## config.mk

```make
export PLATFORM = sky130hd
export DESIGN_NAME = lcd_bus_seq
export DESIGN_NICKNAME = d
export VERILOG_FILES = /design/src/rtl/lcd_bus_seq.sv
export SDC_FILE = /design/constraint.sdc
export NUM_CORES = 1
export LEC_CHECK = 0
export BUFFER_PORTS_ARGS = -buffer_cell sky130_fd_sc_hd__buf_2
export CAP_MARGIN = 20
export CELL_PAD_IN_SITES_DETAIL_PLACEMENT = 0
export CELL_PAD_IN_SITES_GLOBAL_PLACEMENT = 2
export CORE_UTILIZATION = 33
export DETAILED_ROUTE_END_ITERATION = 7
export MAX_ROUTING_LAYER = met4
export PLACE_DENSITY = 0.84
export SLEW_MARGIN = 0
export SYNTH_ARGS = -nofsm -noshare
export SYNTH_HDL_FRONTEND = slang
export SYNTH_SLANG_ARGS = --single-unit
```

## constraint.sdc

```tcl
create_clock -name clk -period 2.8 [get_ports clk]
set_input_delay 0.84 -clock clk [delete_from_list [all_inputs] [get_ports clk]]
set_output_delay 0.84 -clock clk [all_outputs]
set_load 0.02 [all_outputs]
```

## src/rtl/lcd_bus_seq.sv

```systemverilog
// 8080-style write-only LCD bus sequencer: init table, pixel stream, shutdown.
// Define LCD_BUS_SEQ_CMD_INJECT_EN to enable the command inject port.
module lcd_bus_seq #(
  parameter int unsigned DATA_W    = 8,
  parameter int unsigned INIT_LEN  = 16,
  parameter int unsigned DELAY_W   = 16,
  parameter int unsigned PHASE_LEN = 1,
  parameter logic [DATA_W-1:0] OFF_CMD = DATA_W'(8'he2)
) (
  input  logic              clk,
  input  logic              reset_n,
  input  logic              disp_on,
  output logic [7:0]        init_addr,
  input  logic [DATA_W-1:0] init_data,
  input  logic              pix_valid,
  input  logic [DATA_W-1:0] pix_data,
  output logic              pix_ready,
  output logic [DATA_W-1:0] lcd_data,
  output logic              lcd_cd,
  output logic              lcd_write,
  output logic              lcd_cs,
  output logic              lcd_read,
  output logic              lcd_vled,
  output logic              busy,
  input  logic              cmd_valid,
  input  logic [DATA_W-1:0] cmd_data,
  output logic              cmd_ready
);

  typedef enum logic [2:0] {
    S_OFF, S_WAIT, S_INIT, S_ON, S_UNINIT
  } state_e;

  localparam logic [3:0] PL_M1 = 4'(PHASE_LEN - 1);
  localparam logic [8:0] LEN   = 9'(INIT_LEN);

  state_e              state_q, state_d;
  logic [DELAY_W-1:0]  dly_q, dly_d;
  logic [8:0]          idx_q, idx_d;
  logic [DATA_W-1:0]   data_q, data_d;
  logic                cd_q, cd_d;
  logic                act_q, act_d;
  logic [2:0]          ph_q, ph_d;
  logic [3:0]          pcnt_q, pcnt_d;
  logic                start, last, free, crdy;

  // ph_q: 0 = setup clock, 1..4 = P0..P3
  assign last = act_q && (ph_q == 3'd4) && (pcnt_q == PL_M1);
  assign free = !act_q || last;

  always_comb begin
    state_d   = state_q;
    dly_d     = dly_q;
    idx_d     = idx_q;
    data_d    = data_q;
    cd_d      = cd_q;
    start     = 1'b0;
    pix_ready = 1'b0;
    crdy      = 1'b0;
    unique case (state_q)
      S_OFF: if (disp_on) begin
        state_d = S_WAIT;
        dly_d   = '0;
        idx_d   = '0;
        cd_d    = 1'b0;
      end
      S_WAIT: begin
        dly_d = dly_q + 1'b1;
        if (!disp_on) begin
          state_d = S_UNINIT;
          data_d  = OFF_CMD;
          cd_d    = 1'b0;
          start   = 1'b1;
        end else if (&dly_d[DELAY_W-1 -: 2]) begin
          state_d = S_INIT;
          idx_d   = 9'd1;
          data_d  = init_data;
          cd_d    = 1'b0;
          start   = 1'b1;
        end
      end
      S_INIT: if (last) begin
        if (!disp_on) begin
          state_d = S_UNINIT;
          data_d  = OFF_CMD;
          cd_d    = 1'b0;
          start   = 1'b1;
        end else if (idx_q == LEN) begin
          state_d = S_ON;
          cd_d    = 1'b1;
        end else begin
          idx_d  = idx_q + 1'b1;
          data_d = init_data;
          start  = 1'b1;
        end
      end
      S_ON: if (free) begin
        cd_d = 1'b1;
        if (!disp_on) begin
          state_d = S_UNINIT;
          data_d  = OFF_CMD;
          cd_d    = 1'b0;
          start   = 1'b1;
`ifdef LCD_BUS_SEQ_CMD_INJECT_EN
        end else if (cmd_valid) begin
          crdy   = 1'b1;
          data_d = cmd_data;
          cd_d   = 1'b0;
          start  = 1'b1;
`endif
        end else begin
          crdy      = 1'b1;
          pix_ready = 1'b1;
          if (pix_valid) begin
            data_d = pix_data;
            start  = 1'b1;
          end
        end
      end
      S_UNINIT: if (last) begin
        state_d = S_OFF;
      end
      default: state_d = S_OFF;
    endcase
  end

  always_comb begin
    act_d  = act_q;
    ph_d   = ph_q;
    pcnt_d = pcnt_q;
    if (start) begin
      act_d  = 1'b1;
      ph_d   = 3'd0;
      pcnt_d = 4'd0;
    end else if (act_q) begin
      if (ph_q == 3'd0) begin
        ph_d = 3'd1;
      end else if (pcnt_q == PL_M1) begin
        pcnt_d = 4'd0;
        if (ph_q == 3'd4) act_d = 1'b0;
        else ph_d = ph_q + 3'd1;
      end else begin
        pcnt_d = pcnt_q + 4'd1;
      end
    end
  end

  always_ff @(posedge clk or negedge reset_n) begin
    if (!reset_n) begin
      state_q <= S_OFF;
      dly_q   <= '0;
      idx_q   <= '0;
      data_q  <= '0;
      cd_q    <= 1'b0;
      act_q   <= 1'b0;
      ph_q    <= 3'd0;
      pcnt_q  <= 4'd0;
    end else begin
      state_q <= state_d;
      dly_q   <= dly_d;
      idx_q   <= idx_d;
      data_q  <= data_d;
      cd_q    <= cd_d;
      act_q   <= act_d;
      ph_q    <= ph_d;
      pcnt_q  <= pcnt_d;
    end
  end

`ifdef LCD_BUS_SEQ_CMD_INJECT_EN
  assign cmd_ready = crdy;
`else
  logic unused_cmd;
  assign unused_cmd = ^{cmd_valid, cmd_data, crdy};
  assign cmd_ready  = 1'b0;
`endif

  assign init_addr = idx_q[7:0];
  assign lcd_data  = data_q;
  assign lcd_cd    = cd_q;
  assign lcd_cs    = act_q && (ph_q >= 3'd1) && (ph_q <= 3'd3);
  assign lcd_write = act_q && (ph_q == 3'd2);
  assign lcd_read  = 1'b0;
  assign lcd_vled  = disp_on;
  assign busy      = !((state_q == S_OFF) || ((state_q == S_ON) && !act_q));

endmodule
```

Yosys cells after proc, flatten, opt, wreduce, memory -nomap -nowiden. Cells that the tools add are included.

Equality and inequality tests: 22. Add/sub/neg operators: 4. Reduce and logical (&&, ||, !) cells: 27. Magnitude comparators: 2. Multiplexer cells: 62.

Operators by type and width (count): 8-bit 2-to-1 mux (8); 9-bit 2-to-1 mux (6); 3-bit 2-to-1 mux (14); 16-bit one-hot mux with 2 select lines (1); 9-bit one-hot mux with 3 select lines (1); 8-bit one-hot mux with 3 select lines (1); 1-bit 2-to-1 mux (23); 2-bit != test (second input constant) (10); 16-bit by 1-bit adder with 16-bit output (second input constant) (1); 16-bit 2-to-1 mux (1); 4-bit 2-to-1 mux (4); 3-bit one-hot mux with 5 select lines (1); 7-bit AND reduction (2); 3-bit != test (second input constant) (4); 6-bit AND reduction (2); 9-bit by 1-bit adder with 9-bit output (second input constant) (1); 3-bit by 2-bit equality test with 1-bit output (second input constant) (3); 9-bit by 5-bit equality test with 1-bit output (second input constant) (1); 3-bit nonzero test (3); 3-bit equality test (second input constant) (2); 1-bit logical AND (6); 3-bit logical NOT (2); 2-bit AND reduction (3); 4-bit by 1-bit adder with 4-bit output (second input constant) (1); 13 further kinds (16).

Bits in registers: 45. Word-level logic and storage cells: 125. Output and inout port bits: 24. Input port bits: 29.

Longest topological paths before layout.
Depth in word-level cells: 8. Gate-level depth with buffers: 10. Mapped depth without buffers: 8.

Worst setup path before layout. No wires, ideal clock.

Path type: register to register. Start: register pcnt_q[0]. End: register idx_q[3]. Path buffers: 1. Period minus slack after synthesis: 2429 ps. Data required time: 2682 ps. Library setup time: 118 ps. Arrival: 2311 ps. Slack: 371 ps. Stages on the path, launching flop included: 10. Cell sequence: dfrtp_1 -> inv_1 -> ha_1 -> or3b_4 -> or2_0 -> clkbuf_2 -> or3_1 -> a21o_1 -> a211o_1 -> a21o_1.

Word-level cells in the longest chain between the ends: 4.

RTL lines: start: declaration (line 44) `logic [3:0] pcnt_q, pcnt_d;`; start signal: assignment (line 166) `pcnt_q <= pcnt_d;`; 4-bit logical NOT (line 48) `assign last = act_q && (ph_q == 3'd4) && (pcnt_q == PL_M1);`; 1-bit logical AND (line 48); 2-bit != test (no line); 7-bit AND reduction (no line); end signal: assignment (line 161) `idx_q <= idx_d;`; end: declaration (line 39) `logic [8:0] idx_q, idx_d;`.

No other way between the ends. A chain may end at the register's enable or synchronous reset.

Worst setup path in the final report.
Start: register pcnt_q[0]. End: output port pix_ready.

Word-level cells in the longest chain between the ends: 5.

RTL lines: 4-bit logical NOT (line 48); 1-bit logical AND (line 48); 1-bit logical OR (line 49) `assign free = !act_q || last;`; 1-bit 2-to-1 mux (line 97) `S_ON: if (free) begin`; 1-bit 2-to-1 mux; end: declaration (line 17) `output logic pix_ready,`.

No other way between the ends.

==> results.py <==
metrics = {
    "run_status": {
        "outcome": "complete, no violations",
    },
    "floorplanning": {
        "start_util_pct": 34.5,
        "coreArea_um2": 7810,
        "rows": 32,
        "dieHeight_um": 92.4,
        "die_x_um": 92.4,
        "pin_count": 53,
        "die-area_um2": 8530,
    },
    "worst_setup_path": {
        "reg2reg_depth": 9,
        "reg2reg_slack_ns": 0.16,
        "reg2reg_to": "idx_q[3]",
        "endpoint": "pix_ready",
        "r2r_start": "pcnt_q[0]",
        "crit_path_end_kind": "primary output",
        "arrival_ns": 1.89,
        "cp-start-kind": "register",
        "crit_required_ns": 1.96,
        "startpoint": "pcnt_q[0]",
        "crit_type": "reg -> out",
        "critPathMaxFanout": 4,
    },
    "cells_and_area": {
        "fin_util_pct": 40.0,
        "nets": 383,
        "area_growth_pct": 15.9,
        "multi_input_area_um2": 1380,
        "n_antenna_cell": 0,
        "fin_area_um2": 3120,
        "seqCellArea_um2": 1130,
        "n_fill_cell": 800,
        "drive_gt1_share_pct": 19.7,
    },
    "sta": {
        "final_max_slew_viol_count": 0,
        "min_period_over_period_pct": 97.4,
        "tns_ns": 0,
        "setup_viol": 0,
        "min_period_ns": 2.73,
        "max_freq_mhz": 367,
        "timing.hold.ws_ns": 0.489,
        "hold_viol": 0,
        "clock_skew_ns": 0.00866,
    },
    "logic_synthesis": {
        "synth_common_cells": "45 x dfrtp_1, 32 x nand2_1, 24 x nor2_1, 21 x nand3_1, 20 x o21ai_0",
        "synth_seq_cells": 45,
        "postSynthAreaPerCell_um2": 8.81,
        "synthFlopType": "dfrtp_1",
        "syn_area_um2": 2700,
        "netlist_top_cells_area": "dfrtp_1 42%, ha_1 4.6%, nand2_1 4.5%",
        "ys_warn_count": 0,
        "synth_edf_count": 0,
        "async_reset_ff_share_pct": 100,
        "synth_top_area_share_pct": 41.8,
        "yosysMostFrequentCell": "dfrtp_1",
        "yosysTopAreaCell": "dfrtp_1",
        "syn_inst": 306,
        "yosysSeqAreaShare_pct": 41.8,
        "synth_cell_type_count": 50,
    },
    "clocking": {
        "clkTransAtPathRegs_ns": 0.09,
        "cts.sinks": 45,
        "cts_buffers": 5,
        "clockBufferDepth": 2,
        "cts_max_level": 2,
        "clk_latency_ns": 0.30,
        "cts_tree": "done",
        "ctsRootBufferMaster": "clkbuf_8",
    },
    "grt": {
        "grtUsageMet3_pct": 2.71,
        "antenna_found_initial": 0,
        "grt-ovfl-total": 0,
        "grt_pass1_vias": 2099,
        "grt_use_met1_pct": 22.4,
        "grt.total_usage_pct": 15.8,
        "met2_usage_pct": 23.3,
        "grt_pass1_wl_mm": 10.4,
        "grt_busiest_layer": "met2",
        "grt_max_degree": 27,
    },
    "routing": {
        "drc": 0,
        "ant_nets": 0,
        "wl_per_cell_um": 13.5,
        "avgViaCountPerCell": 5.06,
        "vias": 2264,
        "finalWirelength_mm": 6.01,
        "firstDrtPassIters": 4,
        "first_iter_violations": 111,
    },
    "pwr": {
        "max-vdd-ir-drop_v": 0.000214,
        "leakage_uw": 0.00145,
        "p_total_uw": 1910,
        "pwr_density_cell_nw_per_um2": 613,
    },
    "flow_run": {
        "cap_violations": 0,
    },
    "min_path": {
        "worst_hold_path_type": "in -> async",
    },
    "placement": {
        "dp_hpwl_mm": 4.42,
        "placed_cell_area_um2": 3000,
        "portBuffers": 41,
        "gp_congestion": 0.773,
    },
}
[power by group]
| group | total (µW) | internal [µW] | switching (µW) |
|---|---|---|---|
| Sequential | 803 | 713 | 89.9 |
| Clock | 451 | 223 | 227 |
| Combinational | 660 | 257 | 403 |
| Total | 1910 | 1190 | 720 |
[logic make-up (layout without fill, tap and decap cells)]
logic type / Yosys count / after routing / synth area share (%)
mux: 8 / 8 / 2.97
flops: 45 / 45 / 41.8
compound gates: 82 / 82 / 20.7
simple gates: 117 / 117 / 21.6
buf+inv: 40 / 78 / 7.20
fa+ha+maj: 10 / 10 / 4.64
xor+xnor: 3 / 3 / 0.975
other cells: 1 / 2 / 0.139
[stage by stage]
stage | instances | worst slack [ns]
5_1_grt | 447 | -0.00536
3_5_place_dp | 437 | 0.263
4_1_cts | 445 | 0.00590
6_report | 447 | 0.0735
2_1_floorplan | 307 | 0.371
3_3_place_gp | 437 | 0.284
[sequential cells by signal, indices dropped and copies added (netlist names)]
| name | cells |
|---|---|
| dly_q | 16 |
| idx_q | 9 |
| lcd_data | 8 |
| pcnt_q | 4 |
| ph_q | 3 |
| state_q | 3 |
| act_q | 1 |
| lcd_cd | 1 |
[layout make-up]
type | instances | area share (%)
Multi-Input combinational cell | 222 | 44.3
Sequential cell | 45 | 36.0
Timing Repair Buffer | 53 | 10.3
Tap cell | 102 | 4.08
Clock buffer | 7 | 3.08
Inverter | 17 | 2.04
Clock inverter | 1 | 0.160
[layout by cell type (no fill, tap or decap), types with 5 or more instances in the layout]
master,Yosys,final
nor2_1,24,24
buf_2,1,40
mux2i_1,8,8
ha_1,10,10
nor2b_1,6,6
nand4_1,6,6
clkbuf_8,0,7
o22ai_1,5,5
o21ai_0,20,19
nor3_1,7,7
a21oi_1,13,13
nand2_1,32,32
o211ai_1,6,6
nand3_1,21,21
dfrtp_1,45,45
inv_1,17,17
buf_4,11,11
o31ai_1,8,8
[worst max-delay path: stages (launching register included)]
cell and delay (ns):
dfrtp_1 0.41, inv_1 0.07, ha_1 0.17, or3b_4 0.42, o21ai_2 0.16, and4_1 0.21
buf_4 0.14
[worst min-delay path by stage]
stage | start | endpoint | slack [ns] | depth (start not counted)
3_3_place_gp | dly_q[7] | dly_q[7] | 0.49 | 1
3_5_place_dp | dly_q[11] | dly_q[11] | 0.50 | 1
6_report | reset_n | idx_q[5] | 0.49 | 1
4_1_cts | reset_n | idx_q[5] | 0.51 | 1
5_1_grt | reset_n | idx_q[5] | 0.53 | 1
2_1_floorplan | dly_q[7] | dly_q[7] | 0.47 | 1
[routing by layer]
| metal | wire (µm) | up-vias | share of wire (%) |
|---|---|---|---|
| met1 | 3070 | 1055 | 51 |
| met3 | 154 | 7 | 2.6 |
| met2 | 2730 | 25 | 45 |
| li1 | - | 1177 | - |
| met5 | 0 | - | 0 |
| met4 | 52 | 0 | 0.86 |
[repair_timing]
action,4_1_cts,5_1_grt
resized for setup,1,2
buffers inserted,0,2
hold buffers,0,0
setup endpoints to repair,1,1
Power figures use the tool's default switching activity.
